[src/rtl/dmem_port_arbiter.sv]
// Round-robin arbiter sharing one single-port data memory between the core LSU and a host port.
// Optional performance counters are enabled with DMEM_ARB_PERF_EN.
module dmem_port_arbiter #(
    parameter int XLEN   = 64,
    parameter int ADDR_W = 10,
    parameter int RD_LAT = 1
) (
    input  logic              clk,
    input  logic              reset,
    input  logic              core_req,
    input  logic              core_we,
    input  logic [ADDR_W-1:0] core_addr,
    input  logic [XLEN-1:0]   core_wdata,
    output logic              core_gnt,
    output logic              core_rvalid,
    output logic [XLEN-1:0]   core_rdata,
    output logic              core_stall,
    input  logic              host_req,
    input  logic              host_we,
    input  logic [ADDR_W-1:0] host_addr,
    input  logic [XLEN-1:0]   host_wdata,
    output logic              host_gnt,
    output logic              host_rvalid,
    output logic [XLEN-1:0]   host_rdata,
    output logic              mem_en,
    output logic              mem_we,
    output logic [ADDR_W-1:0] mem_addr,
    output logic [XLEN-1:0]   mem_wdata,
    input  logic [XLEN-1:0]   mem_rdata
`ifdef DMEM_ARB_PERF_EN
    ,
    output logic [31:0]       conflict_cnt,
    output logic [31:0]       core_stall_cnt
`endif
);

    typedef enum logic {
        OWN_CORE = 1'b0,
        OWN_HOST = 1'b1
    } owner_t;

    owner_t            last_owner;
    logic [RD_LAT-1:0] pipe_v;
    logic [RD_LAT-1:0] pipe_o;
    logic              push;

    always_comb begin
        core_gnt  = 1'b0;
        host_gnt  = 1'b0;
        mem_we    = 1'b0;
        mem_addr  = '0;
        mem_wdata = '0;
        if (!reset) begin
            if (core_req && (!host_req || last_owner == OWN_HOST)) begin
                core_gnt = 1'b1;
            end else if (host_req) begin
                host_gnt = 1'b1;
            end
        end
        if (core_gnt) begin
            mem_we    = core_we;
            mem_addr  = core_addr;
            mem_wdata = core_wdata;
        end else if (host_gnt) begin
            mem_we    = host_we;
            mem_addr  = host_addr;
            mem_wdata = host_wdata;
        end
    end

    assign mem_en     = core_gnt | host_gnt;
    assign push       = mem_en & ~mem_we;
    assign core_stall = core_req & ~core_gnt;

    // Return pipe: one {valid, owner} slot per cycle of memory read latency.
    always_ff @(posedge clk) begin
        if (reset) begin
            last_owner <= OWN_HOST;
            pipe_v     <= '0;
            pipe_o     <= '0;
        end else begin
            if (mem_en) begin
                last_owner <= host_gnt ? OWN_HOST : OWN_CORE;
            end
            pipe_v[0] <= push;
            pipe_o[0] <= host_gnt;
            for (int i = 1; i < RD_LAT; i++) begin
                pipe_v[i] <= pipe_v[i-1];
                pipe_o[i] <= pipe_o[i-1];
            end
        end
    end

    assign core_rvalid = ~reset & pipe_v[RD_LAT-1] & ~pipe_o[RD_LAT-1];
    assign host_rvalid = ~reset & pipe_v[RD_LAT-1] &  pipe_o[RD_LAT-1];
    assign core_rdata  = mem_rdata;
    assign host_rdata  = mem_rdata;

`ifdef DMEM_ARB_PERF_EN
    always_ff @(posedge clk) begin
        if (reset) begin
            conflict_cnt   <= '0;
            core_stall_cnt <= '0;
        end else begin
            if (core_req && host_req && conflict_cnt != 32'hFFFF_FFFF) begin
                conflict_cnt <= conflict_cnt + 32'd1;
            end
            if (core_stall && core_stall_cnt != 32'hFFFF_FFFF) begin
                core_stall_cnt <= core_stall_cnt + 32'd1;
            end
        end
    end
`endif

endmodule
[config.mk]
export PLATFORM = sky130hd
export DESIGN_NAME = dmem_port_arbiter
export DESIGN_NICKNAME = d
export VERILOG_FILES = /design/src/rtl/dmem_port_arbiter.sv
export SDC_FILE = /design/constraint.sdc
export NUM_CORES = 1
export LEC_CHECK = 0
export BUFFER_PORTS_ARGS = -buffer_cell sky130_fd_sc_hd__buf_2
export CAP_MARGIN = 15
export CORE_AREA = 2 2 164 166
export CTS_CLUSTER_SIZE = 25
export DETAILED_ROUTE_END_ITERATION = 6
export DIE_AREA = 0 0 166 168
export MAX_ROUTING_LAYER = met4
export PLACE_DENSITY = 0.47
export SLEW_MARGIN = 20
export SYNTH_ARGS = -nofsm -noshare
export SYNTH_HDL_FRONTEND = slang
export SYNTH_SLANG_ARGS = --single-unit
[constraint.sdc]
create_clock -name clk -period 1.5 [get_ports clk]
set_input_delay 0.075 -clock clk [delete_from_list [all_inputs] [get_ports clk]]
set_output_delay 0.075 -clock clk [all_outputs]
set_load 0.02 [all_outputs]
==> metrics.md, run 1 <==
| Metric | Value |
|---|---|
| WL met3 | `roughly 1100 um` |
| Final net count | `~650` |
| Fmax | `around 0.62 GHz` |
| Die Span X | `~170 um` |
| Critical Path RT | `~1.4 ns` |
| Max_slew headroom | `0.715` |
| Reg2reg start | `last_owner$_SDFFE_PP1P_` |
| Drt wl/cell | `between 15 and 20 um` |
| Worst setup margin | `-0.114 ns` |
| Max Slew Vio Count | `0` |
| Met1 Wirelength | `approximately 4700 um` |
| Hold path endpoint | `pipe_v$_SDFF_PP0_` |
| Routed wire length | `around 12000 um` |
| First-pass GRT wire length | `16100 um` |
| Crit share post-route | `1.08` |
| Seq cells post-synth | `3` |
| Synth warn | `0` |
| Hold path start | `core_we` |
| Max-cap violations | `0` |
| RSZ-0062 raised after global routing | `true` |
| Num ports | `between 400 and 500` |
| DP HPWL | `around 9000 um` |
| Clock Pin Slew Worst Setup and Hold Paths | `~0.030 ns` |
| Outcome | `finished, violations left` |
| Final instance area | `3380 um^2` |
| Count of cell types in the netlist | `18` |
| DIE HEIGHT | `~170 um` |
| Number of global-route vias before repair | `between 2000 and 3000` |
| Area Overhead vs Synth | `50.2%` |
| Via density per instance | `3.61` |
| Synthesized instance count | `approximately 330` |
| Cells after DPL | `about 760` |
| Total Power | `0.00162 W` |
| Final setup viols | `between 60 and 70` |
| Setup TNS | `-1.53 ns` |
| Commonest non-fill, non-tap cell in the layout | `buf_2` |
| Later-pin clock latency in the skew report | `0.22 ns` |
| H-tree depth | `1` |
| Core footprint | `approximately 26000 um^2` |
| Hold crit path type | `input port to flop` |
| Critical path peak fanout | `9` |
| DRT iter0 DRCs | `between 100 and 150` |
| Register area | `63.8 um^2` |
| Root Driver | `clkbuf_16` |
| GRT Util Overall | `0.0769` |
| Row cnt | `60` |
| CTS tree | `done` |
| Crit. Startpoint | `last_owner$_SDFFE_PP1P_` |
| Synth Net Count | `~550` |
| Most frequent cells in the layout | `155 x buf_2, 83 x buf_4, 79 x nor2_1, 70 x a32oi_1, 9 x buf_12` |
| Top sig layer | `met4` |
| Hold Vio Cnt, Final | `0` |
| WHS Path Cells | `2` |
| Reg2reg end | `pipe_v$_SDFF_PP0_` |
| R2R cell count | `4` |
| Total gr overflow | `0` |
| Total CTS buffers | `3` |
| Metal2 WL | `approximately 6000 um` |
| Final Critical Period | `about 1.6 ns` |
| CP arrival | `1.54 ns` |
| Layout Skew | `about 0.0005 ns` |
| Routed Antenna Nets | `0` |
| Share of post-route cells with drive strength above 1 | `0.619` |
| Cell Pwr Density | `around 480 nW/um^2` |
| Via Count | `approximately 2800` |
| Layout fillers | `about 3000` |
| Cell leakage power | `1.56 nW` |
| R2R Setup Slk | `about 0.37 ns` |
| CP startpoint kind | `flop` |
| Max Root-Sink Buffers | `2` |
| Global placer's final weighted congestion | `approximately 0.65` |
| Starting density of the core | `0.0854` |
| Critical path endpoint category | `output pin` |
| Clock Sinks | `3` |
| DRC violations left | `0` |
| Die ar. | `27900 um^2` |
| Placed Area | `approximately 2900 um^2` |
| Non-Filler Instances | `771` |
| Synthesized cell area | `about 2200 um^2` |
| Largest net degree at the start of global routing | `43` |
| Footprint of the multi-input gates | `roughly 1100 um^2` |
| Port Buffers | `between 200 and 250` |
| Avg Inst Size Synth | `between 6 and 7 um^2` |
| Failing checks | `negative setup slack` |
| Worst Max-Slew Pin Slew | `0.428 ns` |
| Worst hold slack | `0.0604 ns` |
| Kind of critical path | `flop to output pin` |
| Register area share after synthesis | `0.0267` |
| Number of detailed-route iterations in the first pass | `4` |
| Initial antenna violation count | `2` |
| Peak VDD IR | `approximately 0.23 mV` |
-- synth_stat cells --
library cell,instances,area [um^2]
and2_1,2,12.5
o31ai_1,1,7.51
nor2_1,79,297
a21boi_0,1,7.51
a21boi_2,1,11.3
buf_4,130,976
buf_6,5,56.3
dfxtp_1,3,60.1
clkbuf_1,15,56.3
clkbuf_2,1,5.00
nand2_1,4,15.0
o21ai_0,1,5.00
nor3b_1,1,7.51
a32oi_1,75,657
nand2b_1,1,6.26
and3_1,1,6.26
buf_2,12,60.1
inv_1,1,3.75
-- cell type report --
class,instances,area share
Inverter,1,0.00111
Sequential cell,3,0.0189
Antenna cell,2,0.00148
Clock buffer,4,0.0233
Multi-Input combinational cell,168,0.328
Tap cell,341,0.126
Timing Repair Buffer,252,0.501
-- stage by stage --
step | setup WS (ns) | utilization
3_3_place_gp | 0.0199 | 0.110
3_5_place_dp | -0.0298 | 0.110
4_1_cts | -0.114 | 0.118
5_1_grt | -0.165 | 0.128
6_report | -0.114 | 0.128
2_1_floorplan | 0.0598 | -
-- state kept, by name, summed over array words and instances, names as in the netlist --
register and count:
pipe_o 1, pipe_v 1, last_owner 1
-- layer usage --
metal  vias to the layer above  track usage
met5                         -            -
met4                         0       0.0393
met3                        68       0.0235
met2                       180        0.126
met1                      1270       0.0847
li1                       1265            -
-- cells by family (layout without fill, tap and decap cells) --
logic type	count (synthesis)	after routing	synth area share
buffers and inverters	164	257	0.514
AO/OA/AOI/OAI	79	79	0.306
flip-flops	3	3	0.0267
AND/OR/NAND/NOR	88	89	0.153
other	0	2	0
-- where the power goes --
group	switching, W	internal [W]
sequential	0.00000650	0.0000855
combinational	0.000586	0.000518
clock	0.0000691	0.000350
total	0.000662	0.000954
-- repair_timing --
item	in CTS	in global routing
gates cloned	1	3
setup endpoints to repair	78	78
setup buffers	1	2
hold buffers	0	0
pin swaps	0	3
gates resized for setup	35	56
-- critical path, stage by stage, from the launching register on --
cell	delay, ns
dfxtp_4	0.36
a21boi_4	0.19
buf_12	0.18
buf_12	0.14
a32oi_1	0.06
nor2_1	0.19
buf_4	0.18
-- worst max-delay path by stage --
stage | end
detailed placement | mem_wdata[32]
global route | mem_wdata[6]
finish | mem_wdata[6]
global placement | mem_wdata[45]
CTS | mem_wdata[2]
floorplan | core_stall
Note: power is estimated with default switching activity, not from simulation.
==> run 2, diff against run 1 <==
- PLACE_DENSITY: 0.47 -> default
==> run 2 against run 1 <==
Largest cell class unchanged; sequential cell count is the same; power shrank 1.6%; highest routed layer unchanged; die area unchanged; sequential power down 2%; final cell count increased by 0.13%; critical path depth down 1; count of clock-buffer cells in the layout unchanged; combinational power barely moved; the run still ends with negative setup slack left; non-clock buffer count rose by 3.
==> metrics.md, run 2 (same netlist as run 1, synthesis figures left out) <==
| Metric | Value |
|---|---|
| Port Buffers | `approximately 230` |
| GRT Util Overall | `0.0843` |
| DP HPWL | `around 9500 um` |
| Hold Vio Cnt, Final | `0` |
| CP bufs+invs | `2` |
| Failing checks | `negative setup slack` |
| Slowest CP cell | `dfxtp_2` |
| First-pass GRT wire length | `about 17000 um` |
| DRC violations left | `0` |
| Core footprint | `26400 um^2` |
| Layout Skew | `between 0.001 and 0.0015 ns` |
| Via density per instance | `3.63` |
| Starting density of the core | `0.0854` |
| DRT iter0 DRCs | `110` |
| Hold crit path type | `input port to flop` |
| Outcome | `finished, violations left` |
| Max_slew headroom | `0.734` |
| Initial antenna violation count | `1` |
| Worst Max-Slew Pin Slew | `roughly 0.4 ns` |
| Clock Sinks | `3` |
| Routed Antenna Nets | `0` |
| Via Count | `around 2800` |
| CP delay by family, top | `buffers and inverters` |
| Final net count | `about 650` |
| Die ar. | `approximately 28000 um^2` |
| Final setup viols | `24` |
| Commonest non-fill, non-tap cell in the layout | `buf_2` |
| DIE HEIGHT | `168 um` |
| Die Span X | `166 um` |
| Later-pin clock latency in the skew report | `0.22 ns` |
| Layout fillers | `roughly 3100` |
| Peak VDD IR | `0.269 mV` |
| Worst setup margin | `-0.0842 ns` |
| Share of post-route cells with drive strength above 1 | `0.612` |
| Num ports | `427` |
| Final Util | `0.126` |
| Global placer's final weighted congestion | `around 0.63` |
| Register area | `61.3 um^2` |
| RSZ-0062 raised after global routing | `true` |
| Crit share post-route | `1.06` |
| CP startpoint kind | `flop` |
| Routed wire length | `12800 um` |
| Row cnt | `60` |
| Critical path peak fanout | `24` |
| Most frequent cells in the layout | `156 x buf_2, 87 x buf_4, 79 x nor2_1, 73 x a32oi_1, 5 x buf_12` |
| Area Overhead vs Synth | `47.2%` |
| Max Slew Vio Count | `0` |
| Slowest Stage Delay on Critical Path | `roughly 0.33 ns` |
| Clock Pin Slew Worst Setup and Hold Paths | `~0.030 ns` |
| Number of detailed-route iterations in the first pass | `4` |
| Root Driver | `clkbuf_16` |
| Cells after DPL | `756` |
| Footprint of the multi-input gates | `about 1100 um^2` |
| Largest regs | `last_owner (1), pipe_o (1), pipe_v (1)` |
| CP arrival | `approximately 1.5 ns` |
| Cell Pwr Density | `between 400 and 500 nW/um^2` |
| Total gr overflow | `0` |
| CTS tree | `done` |
| H-tree depth | `1` |
| Pre-CTS setup slack | `~0.083 ns` |
| Largest net degree at the start of global routing | `44` |
| Kind of critical path | `flop to output pin` |
| Fmax | `between 0.6 and 0.7 GHz` |
| Max-cap violations | `0` |
| Number of global-route vias before repair | `~2600` |
| Non-Filler Instances | `about 770` |
| Drt wl/cell | `between 15 and 20 um` |
| Critical Path RT | `1.42 ns` |
| Total CTS buffers | `3` |
| Max Root-Sink Buffers | `2` |
| Final Critical Period | `~1.6 ns` |
| CTS Hold Bufs | `0` |
| Critical path endpoint category | `output pin` |
| Worst hold slack | `0.111 ns` |
| Cell leakage power | `1.56 nW` |
| Crit-path cells | `nand2b_4 > buf_16 > a32oi_1 > nor2_1 > buf_4` |
==> run 2: timing repair <==
item,in CTS,in global routing
cloned,2,2
pin swaps,1,0
buffers inserted,8,0
resized for setup,32,55
endpoints found under the setup margin,76,77
==> run 2: final timing paths <==
| path | from | slack [ns] | end | depth (start not counted) |
|---|---|---|---|---|
| max | last_owner$_SDFFE_PP1P_ | -0.08 | mem_wdata[14] | 5 |
| min | core_we | 0.11 | pipe_v$_SDFF_PP0_ | 2 |
| max reg2reg | last_owner$_SDFFE_PP1P_ | 0.17 | pipe_v$_SDFF_PP0_ | 4 |
| min reg2reg | last_owner$_SDFFE_PP1P_ | 0.57 | last_owner$_SDFFE_PP1P_ | 3 |
==> run 2: layout make-up <==
| cell class | instances | share of cell area |
|---|---|---|
| Timing Repair Buffer | 255 | 0.506 |
| Multi-Input combinational cell | 167 | 0.321 |
| Tap cell | 341 | 0.129 |
| Clock buffer | 4 | 0.0238 |
| Sequential cell | 3 | 0.0185 |
| Inverter | 1 | 0.00113 |
| Antenna cell | 1 | 0.000756 |
==> run 2: through the flow <==
step           power, W  setup TNS (ns)  cell area [um^2]
3_3_place_gp    0.00101               0              2850
6_report        0.00159          -0.521              3310
4_1_cts         0.00154           -1.57              3120
5_1_grt         0.00170           -6.03              3310
3_5_place_dp    0.00103               0              2850
2_1_floorplan   0.00108               0              2250
==> run 2: power breakdown <==
group | switching [W] | internal [W]
registers | 0.00000418 | 0.0000862
clock network | 0.0000651 | 0.000350
logic | 0.000581 | 0.000503
==> run 2: metal layers <==
layer,global-route usage,wire length [um],vias to the layer above
li1,-,-,1277
met1,0.0943,4900,1268
met2,0.142,6230,194
met3,0.0219,1120,63
met4,0.0378,516,0
met5,-,0,-
==> run 3, diff against run 2 <==
- GPL_TIMING_DRIVEN: default -> 0
- SKIP_CTS_REPAIR_TIMING: default -> 1
==> run 3 against run 2 <==
The run still ends with negative setup slack left; final area rose by 59%; clock skew shrank 0.00069 ns; sequential power is 1% lower; hold slack got worse by 0.038 ns.
==> metrics.md, run 3 (same netlist as run 1, synthesis figures left out) <==
| Metric | Value |
|---|---|
| Outcome | `finished, violations left` |
| Failing checks | `negative setup slack` |
| DIE HEIGHT | `168 um` |
| R2R Setup Slk | `about 0.17 ns` |
| Most frequent cells in the layout | `316 x buf_2, 172 x buf_4, 75 x nor2_1, 38 x a32oi_1, 36 x a32oi_2` |
| Routed wire length | `roughly 16000 um` |
| Commonest non-fill, non-tap cell in the layout | `buf_2` |
| CTS tree | `done` |
| Hold crit path type | `input port to flop` |
| Area Overhead vs Synth | `133%` |
| Total CTS buffers | `3` |
| Max-cap violations | `0` |
| Largest regs | `last_owner (1), pipe_o (1), pipe_v (1)` |
| Max Root-Sink Buffers | `2` |
| Die ar. | `approximately 28000 um^2` |
| Worst Max-Slew Pin Slew | `between 0.6 and 0.7 ns` |
| CP startpoint kind | `flop` |
| Number of detailed-route iterations in the first pass | `4` |
| GRT Util Overall | `0.0989` |
| First-pass GRT wire length | `around 21000 um` |
| Hold Vio Cnt, Final | `0` |
| Critical Path RT | `between 1 and 1.5 ns` |
| Max_slew headroom | `0.582` |
| Layout Skew | `0.000493 ns` |
| Port Buffers | `between 300 and 400` |
| Kind of critical path | `flop to output pin` |
| Max Slew Vio Count | `0` |
| Clock Pin Slew Worst Setup and Hold Paths | `~0.030 ns` |
| Final setup viols | `75` |
| CP arrival | `about 1.6 ns` |
| Num ports | `~430` |
| DP HPWL | `approximately 13000 um` |
| Later-pin clock latency in the skew report | `about 0.22 ns` |
| DRC violations left | `0` |
| Cell Pwr Density | `about 450 nW/um^2` |
| Drt wl/cell | `14.9 um` |
| Critical path endpoint category | `output pin` |
| Starting density of the core | `0.0854` |
| Peak VDD IR | `0.207 mV` |
| DRT iter0 DRCs | `just under 90` |
| Global placer's final weighted congestion | `between 0.8 and 0.9` |
| Cell leakage power | `between 2 and 3 nW` |
| H-tree depth | `1` |
| Clock Sinks | `3` |
| Die Span X | `roughly 170 um` |
| Worst hold slack | `approximately 0.073 ns` |
| Critical path peak fanout | `6` |
| Worst setup margin | `-0.162 ns` |
| Crit share post-route | `1.11` |
| Fmax | `0.602 GHz` |
| Total gr overflow | `0` |
| Core footprint | `around 26000 um^2` |
| RSZ-0062 raised after global routing | `true` |
| Initial antenna violation count | `2` |
| Row cnt | `60` |
| Number of global-route vias before repair | `roughly 3500` |
| Via Count | `between 3000 and 4000` |
| Final net count | `~920` |
| Via density per instance | `approximately 3.6` |
| Layout fillers | `just under 3000` |
| Routed Antenna Nets | `0` |
| Root Driver | `clkbuf_16` |
| Final Critical Period | `~1.7 ns` |
| Share of post-route cells with drive strength above 1 | `0.803` |
| Total Power | `0.00236 W` |
| Largest net degree at the start of global routing | `11` |
[run 3: cell types whose count changed in the layout (fill, tap and decap cells not counted), sizes merged]
cell,before,now
buf,254,506
clkbuf,5,27
diode,1,2
[run 3: final timing paths]
| check | end | startpoint | depth (start not counted) |
|---|---|---|---|
| setup reg to reg | pipe_v$_SDFF_PP0_ | last_owner$_SDFFE_PP1P_ | 6 |
| hold / removal | pipe_v$_SDFF_PP0_ | core_we | 2 |
| setup / recovery | mem_wdata[47] | last_owner$_SDFFE_PP1P_ | 7 |
| hold reg to reg | last_owner$_SDFFE_PP1P_ | last_owner$_SDFFE_PP1P_ | 2 |
[run 3: cell type report]
type	instances	area [um^2]	area share
Tap cell	341	427	0.0812
Antenna cell	2	5.00	0.000953
Timing Repair Buffer	367	2060	0.393
Multi-Input combinational cell	167	1350	0.257
Inverter	1	3.75	0.000715
Clock buffer	4	78.8	0.0150
Sequential cell	3	63.8	0.0121
Buffer	162	1260	0.240
[run 3: per-stage QoR]
stage	instances	instance area, um^2	setup TNS [ns]	util	setup WS, ns
floorplan	334	2250	0	-	0.0598
global placement	1035	4480	-19.72	0.170	-0.388
detailed placement	1035	4480	-18.13	0.170	-0.375
CTS	1039	4560	-36.08	0.173	-0.611
global route	1047	5250	-11.94	0.199	-0.218
finish	1047	5250	-7.25	0.199	-0.162
[run 3: per-layer routing]
metal  up-vias  wire length [um]  global-route usage
met3         2              1070              0.0127
met4         0                47              0.0125
met1      1727              6260               0.119
li1       1822                 -                   -
met2       219              8200               0.180
met5         -                 0                   -
[run 3: report_power, final]
group / leakage [nW] / internal (W) / switching, W
logic: 2.72 / 0.000865 / 0.000985
registers: 0.0250 / 0.0000854 / 0.00000394
clock network: 0.0382 / 0.000351 / 0.0000711
[run 3: critical path, stage by stage, from the launching register on]
cell	delay (ns)
dfxtp_4	0.35
nand2b_4	0.14
buf_12	0.14
buf_12	0.14
clkbuf_16	0.16
a32oi_2	0.19
nor2_2	0.08
buf_6	0.15
